==> src/rtl/systolic_pkg.sv <==
`default_nettype none
// ============================================================================
// Module      : systolic_pkg
// Description : Shared types and defaults for the systolic array edge feeder.
// Revision    : 1.0 - initial release
// ============================================================================
package systolic_pkg;

  // Default array dimension, operand width and inner-dimension field width
  localparam int DEF_N          = 4;
  localparam int DEF_DATA_WIDTH = 32;
  localparam int DEF_K_WIDTH    = 16;

  // Zero-flush length after the last beat: the last operand must cross
  // N-1 lanes of skew plus N-1 PE hops, plus one cycle to accumulate.
  localparam int DEF_FLUSH_LEN  = 2 * DEF_N - 1;

  typedef enum logic [1:0] {
    ST_IDLE  = 2'd0,
    ST_FEED  = 2'd1,
    ST_FLUSH = 2'd2
  } feeder_state_e;

  // Flush length for an arbitrary array dimension
  function automatic int flush_len(input int n);
    return 2 * n - 1;
  endfunction

endpackage
`default_nettype wire

==> src/rtl/skew_delay_line.sv <==
`default_nettype none
// ============================================================================
// Module      : skew_delay_line
// Description : DEPTH-stage register pipeline with reset to zero; DEPTH=0
//               degenerates to a plain wire.
// Revision    : 1.0 - initial release
// ============================================================================
module skew_delay_line #(
  parameter int DEPTH      = 1,
  parameter int DATA_WIDTH = 32
) (
  input  logic                  clk,
  input  logic                  rst,
  input  logic [DATA_WIDTH-1:0] data_i,
  output logic [DATA_WIDTH-1:0] data_o
);

  generate
    if (DEPTH == 0) begin : g_wire
      // Clock and reset have no load on a zero-depth lane
      logic unused_clk_rst;
      assign unused_clk_rst = clk ^ rst;
      assign data_o         = data_i;
    end else begin : g_shift
      logic [DATA_WIDTH-1:0] pipe_q [DEPTH];

      // Shift operands one stage per cycle; reset flushes any partial job
      always_ff @(posedge clk or posedge rst) begin
        if (rst) begin
          for (int s = 0; s < DEPTH; s++) begin
            pipe_q[s] <= '0;
          end
        end else begin
          pipe_q[0] <= data_i;
          for (int s = 1; s < DEPTH; s++) begin
            pipe_q[s] <= pipe_q[s-1];
          end
        end
      end

      assign data_o = pipe_q[DEPTH-1];
    end
  endgenerate

endmodule
`default_nettype wire

==> src/rtl/systolic_skew_feeder.sv <==
`default_nettype none
// ============================================================================
// Module      : systolic_skew_feeder
// Description : Feeds A columns / B rows onto the west / north edges of an
//               NxN output-stationary systolic array with diagonal skew,
//               then flushes zeros and pulses done once all PEs are final.
// Revision    : 1.0 - initial release
// ============================================================================
module systolic_skew_feeder
  import systolic_pkg::*;
#(
  parameter int N          = DEF_N,
  parameter int DATA_WIDTH = DEF_DATA_WIDTH,
  parameter int K_WIDTH    = DEF_K_WIDTH
) (
  input  logic                    clk,
  input  logic                    rst,
  input  logic                    start,
  input  logic [K_WIDTH-1:0]      k_len,
  input  logic                    in_valid,
  output logic                    in_ready,
  input  logic [N*DATA_WIDTH-1:0] a_col,
  input  logic [N*DATA_WIDTH-1:0] b_row,
  output logic [N*DATA_WIDTH-1:0] west_out,
  output logic [N*DATA_WIDTH-1:0] north_out,
  output logic                    busy,
  output logic                    done
);

  localparam int                FLUSH_LEN  = flush_len(N);
  localparam int                FW         = $clog2(FLUSH_LEN + 1);
  localparam logic [FW-1:0]     FLUSH_LAST = FW'(FLUSH_LEN - 1);
  localparam int                LW         = N * DATA_WIDTH;

  feeder_state_e      state_q, state_d;
  logic [K_WIDTH-1:0] beat_cnt_q, beat_cnt_d;
  logic [K_WIDTH-1:0] k_len_q, k_len_d;
  logic [FW-1:0]      flush_cnt_q, flush_cnt_d;
  logic [LW-1:0]      a0_q, a0_d;
  logic [LW-1:0]      b0_q, b0_d;
  logic               busy_q, busy_d;
  logic               done_q, done_d;

  logic               beat_accept;
  logic               last_beat;
  logic               flush_end;

  assign beat_accept = (state_q == ST_FEED) && in_valid;
  assign last_beat   = beat_accept && (beat_cnt_q == k_len_q - 1'b1);
  assign flush_end   = (state_q == ST_FLUSH) && (flush_cnt_q == FLUSH_LAST);

  // State and datapath registers; reset aborts any job in flight
  always_ff @(posedge clk or posedge rst) begin
    if (rst) begin
      state_q     <= ST_IDLE;
      beat_cnt_q  <= '0;
      k_len_q     <= '0;
      flush_cnt_q <= '0;
      a0_q        <= '0;
      b0_q        <= '0;
      busy_q      <= 1'b0;
      done_q      <= 1'b0;
    end else begin
      state_q     <= state_d;
      beat_cnt_q  <= beat_cnt_d;
      k_len_q     <= k_len_d;
      flush_cnt_q <= flush_cnt_d;
      a0_q        <= a0_d;
      b0_q        <= b0_d;
      busy_q      <= busy_d;
      done_q      <= done_d;
    end
  end

  // Next-state decode
  always_comb begin
    state_d = state_q;
    case (state_q)
      ST_IDLE:  if (start && (k_len != '0)) state_d = ST_FEED;
      ST_FEED:  if (last_beat)              state_d = ST_FLUSH;
      ST_FLUSH: if (flush_end)              state_d = ST_IDLE;
      default:                              state_d = ST_IDLE;
    endcase
  end

  // Counters, lane-0 load and registered status flags
  always_comb begin
    beat_cnt_d  = beat_cnt_q;
    k_len_d     = k_len_q;
    flush_cnt_d = flush_cnt_q;
    // Anything other than an accepted beat enters the array as a zero
    // bubble, which adds nothing to any accumulator.
    a0_d        = '0;
    b0_d        = '0;
    if (beat_accept) begin
      a0_d = a_col;
      b0_d = b_row;
    end
    case (state_q)
      ST_IDLE: begin
        if (start && (k_len != '0)) begin
          beat_cnt_d = '0;
          k_len_d    = k_len;
        end
      end
      ST_FEED: begin
        if (beat_accept) beat_cnt_d = beat_cnt_q + 1'b1;
        if (last_beat)   flush_cnt_d = '0;
      end
      ST_FLUSH: begin
        flush_cnt_d = flush_end ? '0 : flush_cnt_q + 1'b1;
      end
      default: begin
        beat_cnt_d  = '0;
        flush_cnt_d = '0;
      end
    endcase
    // An empty job completes immediately without ever becoming busy
    done_d = ((state_q == ST_IDLE) && start && (k_len == '0)) || flush_end;
    busy_d = (state_d != ST_IDLE);
  end

  assign in_ready = (state_q == ST_FEED);
  assign busy     = busy_q;
  assign done     = done_q;

  // Lane i sees the lane-0 register through i further stages
  generate
    for (genvar i = 0; i < N; i++) begin : g_lane
      skew_delay_line #(
        .DEPTH      (i),
        .DATA_WIDTH (DATA_WIDTH)
      ) u_west (
        .clk    (clk),
        .rst    (rst),
        .data_i (a0_q[i*DATA_WIDTH +: DATA_WIDTH]),
        .data_o (west_out[i*DATA_WIDTH +: DATA_WIDTH])
      );
      skew_delay_line #(
        .DEPTH      (i),
        .DATA_WIDTH (DATA_WIDTH)
      ) u_north (
        .clk    (clk),
        .rst    (rst),
        .data_i (b0_q[i*DATA_WIDTH +: DATA_WIDTH]),
        .data_o (north_out[i*DATA_WIDTH +: DATA_WIDTH])
      );
    end
  endgenerate

endmodule
`default_nettype wire
==> config.mk <==
export PLATFORM = sky130hd
export DESIGN_NAME = systolic_skew_feeder
export DESIGN_NICKNAME = d
export VERILOG_FILES = /design/src/rtl/systolic_pkg.sv /design/src/rtl/skew_delay_line.sv /design/src/rtl/systolic_skew_feeder.sv
export SDC_FILE = /design/constraint.sdc
export NUM_CORES = 1
export LEC_CHECK = 0
export ABC_AREA = 1
export CORE_ASPECT_RATIO = 1.2
export CORE_MARGIN = 2
export CORE_UTILIZATION = 40
export DETAILED_ROUTE_END_ITERATION = 10
export PLACE_DENSITY = 0.7
export SKIP_LAST_GASP = 1
export SYNTH_ARGS = -nofsm -noshare
export SYNTH_HDL_FRONTEND = slang
export SYNTH_SLANG_ARGS = --single-unit
==> constraint.sdc <==
create_clock -name clk -period 48.4 [get_ports clk]
set_input_delay 7.26 -clock clk [delete_from_list [all_inputs] [get_ports clk]]
set_output_delay 7.26 -clock clk [all_outputs]
set_load 0.1 [all_outputs]
# Word-level counts from Yosys, hierarchy flattened
# Index checks and enable logic that the tools add are counted.
# W data, S select, Z words.
[word_totals]
elab_cells = 58
regBits = 679
input_bits = 276
out_inout_bits = 259
[op_classes]
eq_ne = 7
n_mux = 12
reduce_logical = 14
n_bitwise = 2
add_sub_neg = 3
[op_table]
columns = ["operator", "n"]
rows = [
  ["$mux W128", 2],
  ["$pmux W16 S3", 1],
  ["$mux W16", 2],
  ["$add A16 B1 Y16 const B", 1],
  ["$eq A16 B16 Y1", 1],
  ["$logic_not A16 Y1", 1],
  ["$reduce_bool A16 Y1", 1],
  ["$sub A16 B1 Y16 const B", 1],
  ["$pmux W3 S3", 1],
  ["$logic_and A1 B1 Y1", 6],
  ["$mux W2", 3],
  ["$mux W3", 2],
  ["$pmux W2 S3", 1],
  ["$ne A2 B1 Y1 const B", 2],
  ["$reduce_and A2 Y1", 2],
  ["$add A3 B1 Y3 const B", 1],
  ["$eq A3 B3 Y1 const B", 1],
  ["$reduce_and A3 Y1", 1],
  ["$eq A2 B1 Y1 const B", 1],
  ["$eq A2 B2 Y1 const B", 1],
  ["$logic_not A2 Y1", 1],
  ["$ne A2 B2 Y1 const B", 1],
  ["$not A1 Y1", 2],
  ["$reduce_bool A2 Y1", 1],
  ["$logic_or A1 B1 Y1", 1],
]

# Longest topological paths before layout
[depth]
depth_word = 6
mapped_depth = 15
ltp_nobuf = 15

# Modules after synthesis
# From an unflattened synthesis, not the netlist that was laid out.
[unflattened]
hier_cells = 1753
area_unflattened_um2 = 22135.0
[modules_own_cells]
columns = ["mod", "cells_per_inst", "area_each_um2", "seq_area_each_um2", "n_inst"]
rows = [
  ["systolic_skew_feeder", 1171, 11061.9, 7382.1, 1],
  ["skew_delay_line at g_lane[3].u_north ...", 129, 2646.3, 2402.3, 2],
  ["skew_delay_line at g_lane[2].u_north ...", 97, 1845.5, 1601.5, 2],
  ["skew_delay_line at g_lane[1].u_north ...", 33, 804.5, 800.8, 2],
  ["skew_delay_line at g_lane[0].u_north ...", 32, 240.2, 0.0, 2],
]

# Least setup slack after synthesis
# OpenSTA, ideal clock, no wires.
[synth_timing]
path_kind = "flip-flop to output port"
start = "register state_q[1]"
end = "output port in_ready"
n_path_buf = 0
path_slack_ns = 39.326
required_time_ns = 41.140
t_arrival_ns = 1.814
path_stages_with_launch = 2
path_cell_list = "dfrtp_1 nor2_1"
[synth_between]
elab_chain_len = 1
[synth_lines]
columns = ["item", "line", "text"]
rows = [
  ["start: declaration", "systolic_skew_feeder.sv:35", "feeder_state_e state_q, state_d;"],
  ["start signal: assignment", "systolic_skew_feeder.sv:64", "state_q <= state_d;"],
  ["$eq A2 B1 Y1", "systolic_skew_feeder.sv:123", "assign in_ready = (state_q == ST_FEED);"],
  ["end: declaration", "systolic_skew_feeder.sv:21", "output logic in_ready,"],
]
# Every way passes these cells.

==> metrics.md <==
| Metric | Value |
|---|---|
| Top-area cell type share of the netlist area | `around 77%` |
| Total leakage power | `between 0.01 and 0.015 uW` |
| WP depth | `5` |
| Power Dens Cells | `between 50 and 60 nW/um2` |
| Seq cells post-synth | `679` |
| Flop pwr share | `43.8%` |
| Number of max-cap violations | `0` |
| Pre-antenna DRT Iters | `7` |
| Die ar. | `57000 um2` |
| Yosys warnings | `0` |
| Clock Tree Root | `clkbuf_16` |
| CP required | `48970 ps` |
| Sum Neg Setup Slack | `0 ps` |
| Grt met1 use | `18.7%` |
| Post-synthesis cell type count | `29` |
| Number of global-route vias before repair | `13100` |
| Buffer count from post-CTS setup fixing | `0` |
| Row count | `94` |
| Largest fanout on the critical path | `178` |
| FFs w/ async S/R, synth | `100%` |
| Largest net degree at the start of global routing | `approximately 180` |
| Max Clk Rate | `94.9 MHz` |
| RSZ-0062 raised after global routing | `false` |
| Sw frac | `33.6%` |
| Slew of the pin with the lowest slew margin | `between 1000 and 1500 ps` |
| HPWL Detailed | `32000 um` |
| Fin crit share | `21.8%` |
| Final WL | `~46000 um` |
| Worst slew margin | `25.4%` |
| Synth area leader | `dfrtp_1` |
| Vias | `12100` |
| Final Worst Setup Slack | `about 38000 ps` |
| Comb pwr share | `between 20% and 30%` |
| Outcome | `complete, no violations` |
| Number of flops mapped to enable cells by yosys | `0` |
| Crit path max-delay cell type | `buf_4` |
| Most used routing layer in global routing | `met2` |
| Core Util, Final | `52.8%` |
| Synth area leaders | `dfrtp_1 77%, buf_4 6.5%, inv_1 5.2%` |
| Fraction of the yosys area taken by sequential cells | `77.1%` |
| Initial Utilization | `about two fifths` |
| Setup crit start | `rst` |
| CP endpoint kind | `async pin` |
| Net Count, Synth | `2011` |
| Fin crit period | `10540 ps` |
| Hold Path Stages | `0` |
| Pre-CTS setup slack | `37050 ps` |
| Die W | `218 um` |
| Area growth syn-to-layout | `31.0%` |
| Routed len/inst | `between 15 and 20 um` |
| Initial antenna violation count | `7` |
| Antenna viol nets, final | `0` |
| Cts bufs inserted | `61` |
| Share of layout cells above drive strength 1 | `5.93%` |
| Clock power frac | `between 30% and 40%` |
| Synthesized area per cell | `about 13 um2` |
| CTS resizes | `0` |
| Worst setup SP type | `input pin` |
| Chip Height | `261 um` |
| P_sw | `511 uW` |
| FF-to-FF Start | `state_q[1]` |
| Initial DRC count | `735` |
| H-tree Lvls | `2` |
| Critical path class | `in2async` |
| Cell Area, Synth | `~22000 um2` |
| Synth Flop Type | `dfrtp_1` |
| Skew-Pair Late Insertion Delay | `between 600 and 700 ps` |
| First-pass GRT wire length | `about 71000 um` |
| Layout Nets | `2390` |
| Commonest cells post-synth | `679 x dfrtp_1, 307 x inv_1, 292 x nor2_1` |
| Max incr delay on CP | `960 ps` |
| Skew final | `13.8 ps` |
| M3 GR Usage | `4.56%` |
| Buf/Inv on CP | `5` |
| CTS tree | `done` |
| P_int | `1010 uW` |
| Post-synthesis cell count | `roughly 1700` |
| Max Root-Sink Buffers | `3` |
| Worst hold path type | `reg2reg` |
| Total GRT Usage | `16.1%` |
| Sink Count | `679` |
| VDD IR max | `0.0000341 V` |
| Design Power | `1520 uW` |
| DRC Markers | `0` |
| Drt via density | `around 4.2` |
| Pins over their slew limit | `0` |
| Setup-failing EPs final | `0` |
| Global routing usage on met2 | `28.2%` |
| Hold path startpoint | `g_lane[3].u_north.g_shift.pipe_q[50]` |
| Largest delay contributor family on the critical path | `buffers and inverters` |
| GR Overflow Total | `0` |
| Worst-path clk slew | `70 ps` |
| IO buf count | `534` |
| Cts hold-fix bufs | `0` |
| GP Congestion | `0.862` |
| Cell mode on critical path | `buf_4` |
| Ports | `between 500 and 600` |
| Fill cells | `4511` |
| R2R depth | `4` |
| CP Cell Sequence | `clkdlybuf4s50_1, inv_8, buf_4, buf_12, buf_4` |
| Worst Path Arrival | `11110 ps` |
| Core ar. | `54700 um2` |
| Count leader, synth | `dfrtp_1` |
| Final hold vios | `0` |
==> registers in the layout, summed over array words and instances (netlist names), 3 cells and up <==
name,cells
flush_cnt_q,3
g_lane.u_north.data_o,96
g_lane.u_west.data_o,96
k_len_q,16
b0_q,128
a0_q,128
beat_cnt_q,16
g_lane.u_west.g_shift.pipe_q,96
g_lane.u_north.g_shift.pipe_q,96
==> logic make-up after synthesis <==
group           synth area share, %
compound gates                0.954
xor+xnor                      0.937
flops                          77.1
buf+inv                        12.4
simple gates                   8.34
fa+ha+maj                     0.227
==> cells in the final DEF (no fill, tap or decap), drive strengths merged, types with 2 or more instances in the layout <==
| cell | count |
|---|---|
| nand3 | 22 |
| nand3b | 5 |
| clkdlybuf4s50 | 534 |
| dfrtp | 679 |
| o31ai | 4 |
| nand2 | 102 |
| nor3 | 8 |
| xor2 | 10 |
| clkbuf | 83 |
| ha | 4 |
| nand4 | 8 |
| xnor2 | 11 |
| a21oi | 7 |
| bufinv | 6 |
| diode | 3 |
| buf | 8 |
| nor2 | 300 |
| inv | 309 |
| clkinv | 20 |
| clkinvlp | 3 |
| nor4 | 4 |
| and2 | 2 |
| o21ai | 27 |
==> worst register-to-register path: stages, from the launching register on <==
cell	delay (ps)
dfrtp_1	430
nor2_1	470
nand2_4	620
buf_4	670
nor2_1	380
==> through the flow <==
| step | hold slack (ps) | instance area [um2] | cells |
|---|---|---|---|
| finish | 333 | 28900 | 2883 |
| global route | 341 | 28900 | 2883 |
| CTS | 334 | 28900 | 2880 |
| detailed placement | 335 | 26800 | 2767 |
| global placement | 331 | 26800 | 2767 |
| floorplan | 331 | 22000 | 1731 |
==> power by group through the flow <==
stage / logic (uW) / clock network, uW / registers, uW
after global placement: 364 / 0 / 674
after detailed placement: 368 / 0 / 678
after floorplan: 250 / 0 / 717
after CTS: 369 / 503 / 668
final: 366 / 489 / 667
after global routing: 386 / 525 / 675
==> metal layers <==
| metal | vias to the layer above | wire [um] |
|---|---|---|
| met5 | - | 31 |
| met4 | 6 | 1530 |
| met3 | 96 | 3420 |
| met2 | 412 | 23800 |
| met1 | 5985 | 17300 |
| li1 | 5608 | - |
==> path summary, 6_finish.rpt <==
path,to,slack (ps)
min in group asynchronous,a0_q[36],7210
worst max-delay path,g_lane[2].u_north.data_o[27],37860
worst min register to register,g_lane[3].u_north.data_o[18],330
max in group clk,in_ready,38370
worst min-delay path,g_lane[3].u_north.data_o[18],330
worst max register to register,a0_q[32],45730
==> final cells by class <==
type | instances | area, um2 | area share [%]
sequential | 679 | 17000 | 58.9
antenna | 3 | 7.51 | 0.0260
inverter | 308 | 1160 | 4.03
clock buffer | 83 | 1720 | 5.96
clock inverter | 30 | 352 | 1.22
timing repair buffer | 542 | 5420 | 18.8
multi-input combinational | 518 | 2310 | 8.01
tap | 720 | 901 | 3.12
No activity file was read; power rests on OpenSTA's default activity.
